[config.mk]
export PLATFORM = sky130hd
export DESIGN_NAME = spi_ctrl_fsm
export DESIGN_NICKNAME = d
export VERILOG_FILES = /design/src/rtl/spi_ctrl_fsm.sv
export SDC_FILE = /design/constraint.sdc
export NUM_CORES = 1
export LEC_CHECK = 0
export CORE_MARGIN = 4
export CORE_UTILIZATION = 41
export CTS_CLUSTER_SIZE = 8
export DETAILED_ROUTE_END_ITERATION = 8
export PLACE_DENSITY_LB_ADDON = 0.08
export SETUP_SLACK_MARGIN = 0.15
export SYNTH_ARGS = -nofsm -noshare
export SYNTH_HDL_FRONTEND = slang
export SYNTH_SLANG_ARGS = --single-unit
[constraint.sdc]
create_clock -name clk -period 1.35 [get_ports clk]
set_clock_uncertainty 0.05 [all_clocks]
set_input_delay 0.27 -clock clk [delete_from_list [all_inputs] [get_ports clk]]
set_output_delay 0.27 -clock clk [all_outputs]
set_load 0.1 [all_outputs]
[src/rtl/spi_ctrl_fsm.sv]
// Sequences 1..256 fixed-length SPI words from a control-register send command; clear aborts and resets the path.
// Latency: o_send one cycle after the send edge; each word costs XFER_CYCLES+2 cycles, plus one write-back cycle per run.
// Backpressure: none; send edges arriving while a run is active are dropped, and clear preempts everything.
module spi_ctrl_fsm #(
    parameter int XFER_CYCLES = 8
) (
    input  logic        clk,
    input  logic        rst,
    input  logic [31:0] i_data_control,
    output logic [7:0]  transac,
    output logic        o_send,
    output logic        o_clear,
    output logic        eneable_SPI,
    output logic        WR2D,
    output logic        WR2C
);
    localparam int CW = (XFER_CYCLES > 1) ? $clog2(XFER_CYCLES) : 1;
    localparam logic [CW-1:0] CNT_LAST = CW'(XFER_CYCLES - 1);

    typedef enum logic [2:0] {
        S_IDLE, S_CLEAR, S_START, S_BUSY, S_WRITE, S_WBACK
    } state_t;

    state_t        state_q, state_d;
    logic [7:0]    transac_q, transac_d;
    logic [7:0]    n_end_q, n_end_d;
    logic [CW-1:0] cnt_q, cnt_d;
    logic          send_q;
    logic          send_rise, clr;
    logic          o_send_q, o_send_d, o_clear_q, o_clear_d;
    logic          en_q, en_d, wr2d_q, wr2d_d, wr2c_q, wr2c_d;
    logic          unused_ctrl_bits;

    assign unused_ctrl_bits = &{1'b0, i_data_control[31:12], i_data_control[3:2]};
    assign send_rise = i_data_control[0] & ~send_q;
    assign clr       = i_data_control[1];

    always_comb begin
        state_d   = state_q;
        transac_d = transac_q;
        n_end_d   = n_end_q;
        cnt_d     = cnt_q;
        // Clear wins over everything except an ongoing CLEAR, so a held clear alternates CLEAR/IDLE.
        if (clr && state_q != S_CLEAR) begin
            state_d   = S_CLEAR;
            transac_d = 8'd0;
        end else begin
            case (state_q)
                S_IDLE: begin
                    if (send_rise) begin
                        state_d   = S_START;
                        transac_d = 8'd0;
                        n_end_d   = i_data_control[11:4];
                    end
                end
                S_CLEAR: state_d = S_IDLE;
                S_START: begin
                    state_d = S_BUSY;
                    cnt_d   = '0;
                end
                S_BUSY: begin
                    if (cnt_q == CNT_LAST) begin
                        state_d = S_WRITE;
                    end else begin
                        cnt_d = cnt_q + 1'b1;
                    end
                end
                S_WRITE: begin
                    if (transac_q == n_end_q) begin
                        state_d = S_WBACK;
                    end else begin
                        state_d   = S_START;
                        transac_d = transac_q + 8'd1;
                    end
                end
                S_WBACK: state_d = S_IDLE;
                default: state_d = S_IDLE;
            endcase
        end
    end

    // Outputs are decoded from the next state so the registered copies line up with the state itself.
    always_comb begin
        o_send_d  = (state_d == S_START);
        o_clear_d = (state_d == S_CLEAR);
        en_d      = (state_d == S_START) || (state_d == S_BUSY);
        wr2d_d    = (state_d == S_WRITE);
        wr2c_d    = (state_d == S_CLEAR) || (state_d == S_WBACK);
    end

    always_ff @(posedge clk) begin
        if (rst) begin
            state_q   <= S_IDLE;
            transac_q <= 8'd0;
            n_end_q   <= 8'd0;
            cnt_q     <= '0;
            send_q    <= 1'b0;
            o_send_q  <= 1'b0;
            o_clear_q <= 1'b0;
            en_q      <= 1'b0;
            wr2d_q    <= 1'b0;
            wr2c_q    <= 1'b0;
        end else begin
            state_q   <= state_d;
            transac_q <= transac_d;
            n_end_q   <= n_end_d;
            cnt_q     <= cnt_d;
            send_q    <= i_data_control[0];
            o_send_q  <= o_send_d;
            o_clear_q <= o_clear_d;
            en_q      <= en_d;
            wr2d_q    <= wr2d_d;
            wr2c_q    <= wr2c_d;
        end
    end

    assign transac     = transac_q;
    assign o_send      = o_send_q;
    assign o_clear     = o_clear_q;
    assign eneable_SPI = en_q;
    assign WR2D        = wr2d_q;
    assign WR2C        = wr2c_q;
endmodule

Word level (Yosys, flattened, before mapping)
Cells that the tools add are included.
Word-level totals
  bits in registers: 28
  input bits: 34
  output and inout port bits: 13
  logic and storage cells: 49
Operators by class
  $add $sub $neg: 2
  equality and inequality tests: 14
  multiplexer cells: 10
  bitwise logic cells: 3
  reduce and logical (&&, ||, !) cells: 10
Operator list (count)
  $mux W8: 2
  $pmux W8 S2: 1
  $mux W3: 5
  $eq A3 B2 Y1 const B: 4
  $eq A3 B3 Y1 const B: 4
  $pmux W3 S4: 1
  $reduce_and A3 Y1: 3
  $add A8 B1 Y8 const B: 1
  $eq A8 B8 Y1: 1
  $ne A2 B2 Y1 const B: 3
  $pmux W3 S2: 1
  $reduce_bool A2 Y1: 2
  $add A3 B1 Y3 const B: 1
  $eq A3 B1 Y1 const B: 1
  $logic_not A3 Y1: 1
  $ne A3 B1 Y1 const B: 1
  $logic_or A1 B1 Y1: 2
  $not A1 Y1: 2
  $reduce_or A2 Y1: 1
  $and A1 B1 Y1: 1
  $logic_and A1 B1 Y1: 1

Depth between registers and ports, before layout
Gate-level depths: netlist of run 1.
  depth in word-level cells: 7
  gate-level depth with buffers: 6
  mapped depth without buffers: 6

Worst setup path after synthesis of run 1
No wires, ideal clock.
  path type: register to register
  start point: register transac_q[2] (netlist: transac[2])
  end point: register transac_q[7] (netlist: transac[7])
  setup time: 0.072 ns
  arrival: 2.076 ns
  data required time: 1.228 ns
  path slack: -0.848 ns
  stages on the path, launching flop included: 6
  buffers on the path: 1
  period minus slack after synthesis: 2.198 ns
  path through: dfxtp_1 > xnor2_1 > and4_4 > buf_6 > a2111oi_4 > mux2i_1
On the way
  cells in the longest elaborated chain, start to end: 3
  elaborated cells between the ends (all ways): 6
  classes of those cells: 1 x add/sub; 2 x eq/ne; 2 x mux; 1 x reduce/logical
RTL lines
  from (decl): RTL line 25  | logic [7:0] transac_q, transac_d;
  from (signal assigned): RTL line 105  | transac_q <= transac_d;
  $add A8 B1 Y8 or $eq A8 B8 Y1 (tied branches): RTL line 73, 69
  $mux W8 or $ne A2 B2 Y1 (tied branches)
  $pmux W8 S2 or $reduce_and A3 Y1 (tied branches)
Parallel ways exist; a longest one is shown, timed or not. The select of a mux whose other input is x is not followed.
A chain may end at the register's enable or synchronous reset.

Worst setup path after layout of run 1
  start point: register state_q[1]
  end point: register transac_q[2] (netlist: transac[2])
On the way
  cells in the longest elaborated chain, start to end: 3
  elaborated cells between the ends (all ways): 10
  classes of those cells: 4 x eq/ne; 1 x mux; 5 x reduce/logical
RTL lines
  from (decl): RTL line 24  | state_t state_q, state_d;
  from (signal assigned): RTL line 104  | state_q <= state_d;
  $eq A3 B3 Y1, or another cell as far along: RTL line 48  | case (state_q)
  $ne A2 B2 Y1 (no line), or another cell as far along
  $reduce_and A3 Y1 (no line) or $reduce_or A2 Y1 (tied branches)
Parallel ways exist; a longest one is shown, timed or not.

==> impl_summary.txt, run 1 <==
----------------------------------------------------
[Hold path]
  Type of the tightest min-delay check ... flip-flop to flip-flop
  Instance count along the most critical hold path ... 2

[Die]
  Number of top-level design ports ... 47
  Die boundary height ... 67.6 um
  FP Rows ... 21
  Initial standard-cell utilization of the core ... between 40% and 50%
  Die Footprint ... 4570 um2
  Core area ... 3390 um2
  Die W ... just under 70 um

[Synth]
  Most used flip-flop cell after synthesis ... dfxtp_1
  Number of distinct library cell variants in the gate-level netlist after synthesis ... 33
  Number of synthesized flops with an enable pin ... 0
  Cell taking the most area after synthesis ... dfxtp_1
  Synthesized Nets ... ~190
  Area share of the leading cell type in the synthesized netlist ... 38.5%
  Commonest cells in the synthesized netlist ... dfxtp_1 (28), mux2i_1 (15), nor2_1 (15), a21oi_1 (13), nand2_1 (13)
  Syn. warnings ... 0
  Number of register bits inferred by synthesis ... 28
  Sequential share of the synthesized area ... between 30% and 40%
  Most used standard cell by instance count after synthesis ... dfxtp_1
  Post-synthesis cell area ... around 1500 um2
  Post-synthesis area per instance ... approximately 9.3 um2
  Ys async rst share ... 0%
  Dominant cells by area after synthesis ... dfxtp_1 (38%), mux2i_1 (10%), nand3b_1 (5.2%)
  Gate count after technology mapping ... 156

[STA]
  Period minus WS final ... between 1.5 and 2 ns
  Total setup violations reported at the end of the flow ... 24
  Final count of pins violating max slew ... 0
  Max transition margin ... a little under three quarters
  Final setup margin ... -0.168 ns
  Share of the clock period used by the worst path after layout ... 112%
  Total count of hold-check failures in the final report ... 0
  Achievable frequency ... 659 MHz
  Setup repair after global routing missed its margin ... true
  Tightest Pin Transition ... about 0.43 ns

[Cells and area]
  Diodes inserted ... 0
  Final layout net count ... 251
  Fin area ... between 2000 and 2500 um2
  Area grow syn2layout ... 65.5%
  Share of final-layout standard cells stronger than drive strength 1 ... 47.4%
  Final std cells w/o fill ... 259

[Placed design]
  Cell Count Post-Placement ... 250
  Routability-driven placement congestion ratio ... 0.887
  Detailed-placement wirelength estimate ... 2780 um
  Post-Place Cell Area ... 2210 um2
  Port Buf Inserts ... 24

[Clocking]
  Insertion delay to the later sink of the worst-skew pair ... approximately 0.34 ns
  Register clock-pin slew on the reported worst setup and hold paths ... 0.17 ns
  Clock tree from TritonCTS ... yes
  # clock sinks ... 28
  H-tree depth reported by CTS ... 1
  Buffer depth of the longest clock path ... 2
  Total CTS buffers ... 3
  CTS root buffer ... clkbuf_4

[Worst setup path]
  Cell chain of the critical path ... nor4b_4, o22ai_4, or3b_1, mux2i_1
  Required time worst endpoint ... 1.58 ns
  Stages on worst setup path ... 4
  Top delay family on crit path ... flip-flops
  Type of element capturing the critical path ... flip-flop
  Slowest stage cell on the critical path ... dfxtp_2
  Critical path arrival ... 1.74 ns
  Max Fanout on Critical Path ... 8
  Worst Path Class, Setup ... flip-flop to flip-flop
  Number of buffer and inverter stages on the critical path ... 0
  R2R cell count ... 4
  Crit-path max cell delay ... ~0.54 ns
  Critical Path Source Type ... flip-flop

[GRT]
  First-pass GRT wire length ... 6380 um
  Maximum number of pins on one net before global-route repair ... 20
  Overflow after GRT ... 0
  Via count of the first global-routing pass ... 1350
  Global-route usage over all layers ... between 10% and 20%
  Antenna violations before repair ... 0

[Power and ir drop]
  Cell Int Power ... 1260 uW
  Sequential share of power ... 49.1%
  Switching power ... between 400 and 500 uW
  Fraction of power consumed by combinational cells ... 22.4%
  P_leak ... 0.000939 uW
  Switching share of total power ... 28.5%
  PwrDens ... around 730 nW/um2
  Share of power burned in the clock network ... between 20% and 30%
  Worst IR drop on VDD ... ~480 uV

[Detailed routing]
  Number of iterations in the first detailed-routing pass ... 5
  Routed wire length per instance ... 15.3 um
  Detailed-route wire length ... 3950 um
  Via count of the routed design ... around 1400
  DR iter-0 viols ... 91
  Detail Route Antenna Nets ... 0
  Ratio of routed vias to standard cells ... between 5 and 6
  DR DRC count ... 0

[Flow run]
  Maxcap violations ... 0

[Outcome]
  Result of the run ... complete, but fails checks
  Violations in the final reports ... setup timing

----------------------------------------------------
## worst paths after layout
| check | from | endpoint | slack [ns] |
|---|---|---|---|
| min | cnt_q[1] | cnt_q[1] | 0.43 |
| max reg2reg | state_q[1] | transac[2] | -0.17 |
| min reg2reg | cnt_q[1] | cnt_q[1] | 0.43 |
| max | state_q[1] | transac[2] | -0.17 |
## power groups by stage
stage	Clock (uW)	Combinational, uW	Sequential [uW]
finish	501	394	862
global route	539	421	866
CTS	501	366	862
detailed placement	0	354	878
global placement	0	349	876
floorplan	0	182	917
## layer usage
layer	share of wire, %	vias up	wire, um	track usage [%]
li1	-	677	-	-
met1	45	648	1790	24.5
met2	49	37	1930	30.3
met3	4.2	6	165	2.66
met4	1.6	0	65	5.82
met5	0	-	0	0
## cell families (layout without fill, tap and decap cells)
logic type      after synthesis  count (layout)  share of synthesized area (%)
xor+xnor                      8               8                           4.81
mux                          15              15                           10.3
fa+ha+maj                     3               3                           2.58
compound gates               25              26                           12.5
flops                        28              28                           38.5
simple gates                 66              66                           27.1
buf+inv                      11              67                           4.21
## sequential cells by signal (all words and copies together) (netlist names)
signal	flops
cnt_q	3
WR2D	1
transac	8
n_end_q	8
o_send	1
o_clear	1
send_q	1
eneable_SPI	1
state_q	3
WR2C	1
## what timing repair did
item,CTS,global route
cloned,0,1
resized for setup,20,10
setup endpoints to repair,40,40
hold buffers,0,0
pin swaps,3,7
setup buffers,3,1
## per-stage QoR
stage               setup TNS [ns]  total power, uW  utilization [%]  worst slack [ns]  hold WS (ns)
floorplan                    -1.72             1100                -            -0.256         0.348
global placement             -8.47             1230             65.2            -0.418         0.401
detailed placement           -9.57             1230             65.2            -0.486         0.413
CTS                          -1.63             1730             69.5            -0.172         0.433
global route                 -3.95             1830             71.1            -0.229         0.451
finish                       -1.84             1760             71.1            -0.168         0.433
## cells in the final DEF, fill, tap and decap left out, types with 2 or more instances in the layout
master	n
buf_4	26
mux2i_1	15
buf_12	14
nor2_1	13
nand2_1	12
a21oi_1	11
nand3b_1	10
dfxtp_1	10
clkdlybuf4s50_1	10
buf_6	10
dfxtp_2	9
dfxtp_4	9
xnor2_2	8
nand3_1	6
or3b_1	6
nand4_1	4
a21oi_2	3
clkbuf_4	3
inv_1	2
nor2_2	2
a211oi_2	2
and4_4	2
nor2b_1	2
o21a_1	2
o22ai_4	2
## layout make-up
cell class / instances / area [um2]
Tap cell: 46 / 57.6
Sequential cell: 28 / 606
Timing Repair Buffer: 61 / 697
Clock buffer: 4 / 47.5
Fill cell: 246 / 978
Multi-Input combinational cell: 118 / 996
Inverter: 2 / 7.51
## worst reg2reg max path, delay by kind of cell, from the launching register on
| family | cells | cell delay, ns |
|---|---|---|
| compound gates | 1 | 0.21 |
| flops | 1 | 0.54 |
| mux | 1 | 0.15 |
| simple gates | 2 | 0.50 |
(Power assumes the default switching activity.)
==> inputs of run 2 (changes only) <==
--- a/config.mk
+++ b/config.mk
@@ -5,8 +5,9 @@
 export SDC_FILE = /design/constraint.sdc
 export NUM_CORES = 1
 export LEC_CHECK = 0
+export ABC_CLOCK_PERIOD_IN_PS = 1350
 export CORE_MARGIN = 4
-export CORE_UTILIZATION = 41
+export CORE_UTILIZATION = 25
 export CTS_CLUSTER_SIZE = 8
 export DETAILED_ROUTE_END_ITERATION = 8
 export PLACE_DENSITY_LB_ADDON = 0.08
==> run 2 against run 1 <==
Net effect: the run still ends with setup timing left; worst setup slack improved by 0.051 ns; first-iteration DRC count fell by 45%; power rose by 8.0%; non-clock buffer count rose by 12; largest power group unchanged.
==> impl_summary.txt, run 2 (synthesis gave the netlist of run 1 again) <==
----------------------------------------------------
[STA]
  Final count of pins violating max slew ... 0
  Tightest Pin Transition ... approximately 0.48 ns
  Total setup violations reported at the end of the flow ... 24
  Max transition margin ... 67.9%
  Period minus WS final ... between 1 and 1.5 ns
  Minimum hold slack ... 0.425 ns
  Share of the clock period used by the worst path after layout ... 109%
  Setup repair after global routing missed its margin ... true
  Final setup margin ... -0.117 ns
  Total count of hold-check failures in the final report ... 0
  Achievable frequency ... 682 MHz

[Power and ir drop]
  Cell Int Power ... approximately 1400 uW
  Overall power after layout ... 1900 uW
  Worst IR drop on VDD ... 501 uV
  Switching share of total power ... ~27%
  Sequential share of power ... 45.1%
  P_leak ... 0.00104 uW
  Share of power burned in the clock network ... 31.1%
  PwrDens ... 714 nW/um2
  Switching power ... approximately 510 uW
  Fraction of power consumed by combinational cells ... 23.7%

[Clocking]
  CTS root buffer ... clkbuf_8
  Insertion delay to the later sink of the worst-skew pair ... 0.27 ns
  Buffer depth of the longest clock path ... 2
  Total CTS buffers ... 3
  # clock sinks ... 28
  Clock tree from TritonCTS ... yes
  H-tree depth reported by CTS ... 1
  Register clock-pin slew on the reported worst setup and hold paths ... ~0.10 ns

[Worst setup path]
  R2R setup slack ... -0.12 ns
  Cell chain of the critical path ... xnor2_2, nand4_1, o32a_1, a211oi_2
  Critical path arrival ... 1.61 ns
  Slowest stage cell on the critical path ... o32a_1
  Critical Path Source Type ... flip-flop
  Type of element capturing the critical path ... flip-flop
  Max Fanout on Critical Path ... 4
  Worst Path Class, Setup ... flip-flop to flip-flop
  Stages on worst setup path ... 4
  Top delay family on crit path ... compound AO/OA/AOI/OAI gates
  R2R cell count ... 4
  Required time worst endpoint ... 1.49 ns
  Number of buffer and inverter stages on the critical path ... 0
  Crit-path max cell delay ... 0.44 ns

[Detailed routing]
  Detailed-route wire length ... roughly 4300 um
  DR iter-0 viols ... 50
  DR DRC count ... 0
  Ratio of routed vias to standard cells ... 4.72
  Detail Route Antenna Nets ... 0
  Via count of the routed design ... 1403
  Number of iterations in the first detailed-routing pass ... 4
  Routed wire length per instance ... 14.5 um

[Die]
  Initial standard-cell utilization of the core ... 26.1%
  Core area ... around 5600 um2
  Die W ... about 84 um
  FP Rows ... 27
  Die Footprint ... 7110 um2
  Die boundary height ... roughly 84 um
  Number of top-level design ports ... between 40 and 50

[Cells and area]
  Fill cell total of the finished layout ... 511
  Final layout net count ... 263
  Final core utilization ... 47.7%
  Diodes inserted ... 0
  Commonest cells after routing, fill and taps aside ... buf_4 (30), buf_6 (17), mux2i_1 (15)
  Fin area ... about 2700 um2
  Area grow syn2layout ... 82.6%
  Final std cells w/o fill ... 297
  Share of final-layout standard cells stronger than drive strength 1 ... 55.6%
  Most common library cell in the layout ignoring fill and taps ... buf_4

[Placed design]
  Detailed-placement wirelength estimate ... 3070 um
  Cell Count Post-Placement ... between 200 and 300
  Routability-driven placement congestion ratio ... between 0.7 and 0.8
  Port Buf Inserts ... 24
  Post-Place Cell Area ... 2240 um2

[GRT]
  Antenna violations before repair ... 0
  Via count of the first global-routing pass ... 1413
  Global Route met2 Usage ... 21.1%
  First-pass GRT wire length ... roughly 7000 um
  Maximum number of pins on one net before global-route repair ... 17
  Met3 usage in global routing ... approximately 3.3%
  Overflow after GRT ... 0
  Highest-utilization routing layer at the global route stage ... met2
  Met1 routing resource usage after global routing ... 15.9%
  Global-route usage over all layers ... 12.4%

[Hold path]
  Type of the tightest min-delay check ... primary input to flip-flop
  Instance count along the most critical hold path ... 3

[Outcome]
  Result of the run ... complete, but fails checks
  Violations in the final reports ... setup timing

[Flow run]
  Maxcap violations ... 0

----------------------------------------------------
==> run 2: changes by cell type in the layout (fill, tap and decap cells not counted), moves of 2 or more <==
cell / before / now
buf_6: 10 / 17
buf_4: 26 / 30
nand3_1: 6 / 2
nand3_2: 0 / 4
a21oi_1: 11 / 8
clkbuf_4: 3 / 0
clkbuf_8: 0 / 3
nand2_1: 12 / 9
a21oi_4: 0 / 2
dfxtp_1: 10 / 8
nand2_2: 1 / 3
nor2_4: 0 / 2
==> run 2: path summary, 6_finish.rpt <==
check	start	to
max	transac[3]	o_clear
min	i_data_control[0]	send_q
max reg2reg	transac[3]	o_clear
min reg2reg	cnt_q[1]	cnt_q[1]
==> run 2: power by group through the flow <==
stage	clock (uW)	combinational, uW	sequential (uW)
floorplan	0	182	917
global placement	0	351	876
detailed placement	0	355	876
CTS	617	419	856
global route	651	480	861
finish	591	450	857
==> run 2: cell type report <==
type	count	area (um2)	share of cell area, %
well taps	72	90.1	3.39
multi-input cells	118	1060	39.7
flip-flops and latches	28	611	23.0
inverters	2	7.51	0.282
clock buffers	4	66.3	2.49
repair buffers	73	830	31.2
==> run 2: what timing repair did <==
| action | CTS | global route |
|---|---|---|
| pin swaps | 12 | 16 |
| setup endpoints to repair | 35 | 35 |
| setup buffers | 11 | 5 |
| gates cloned | 2 | 0 |
| resized for setup | 36 | 20 |
| hold buffers | 0 | 0 |
==> run 2: worst register-to-register path: stages, from the launching register on <==
cell and delay (ns):
dfxtp_4 0.38, xnor2_2 0.16, nand4_1 0.18, o32a_1 0.44, a211oi_2 0.18
==> run 2: routing by layer <==
metal / routed length, um / vias up / share of wire (%)
met2: 2090 / 19 / 48
met1: 2070 / 682 / 48
li1: - / 700 / -
met4: 14 / 0 / 0.32
met5: 0 / - / 0
met3: 145 / 2 / 3.4
==> run 2: metrics by stage <==
stage	setup WS, ns	TNS, ns
floorplan	-0.256	-1.72
global placement	-0.434	-8.83
detailed placement	-0.474	-8.95
CTS	-0.124	-1.57
global route	-0.176	-3.13
finish	-0.117	-1.31
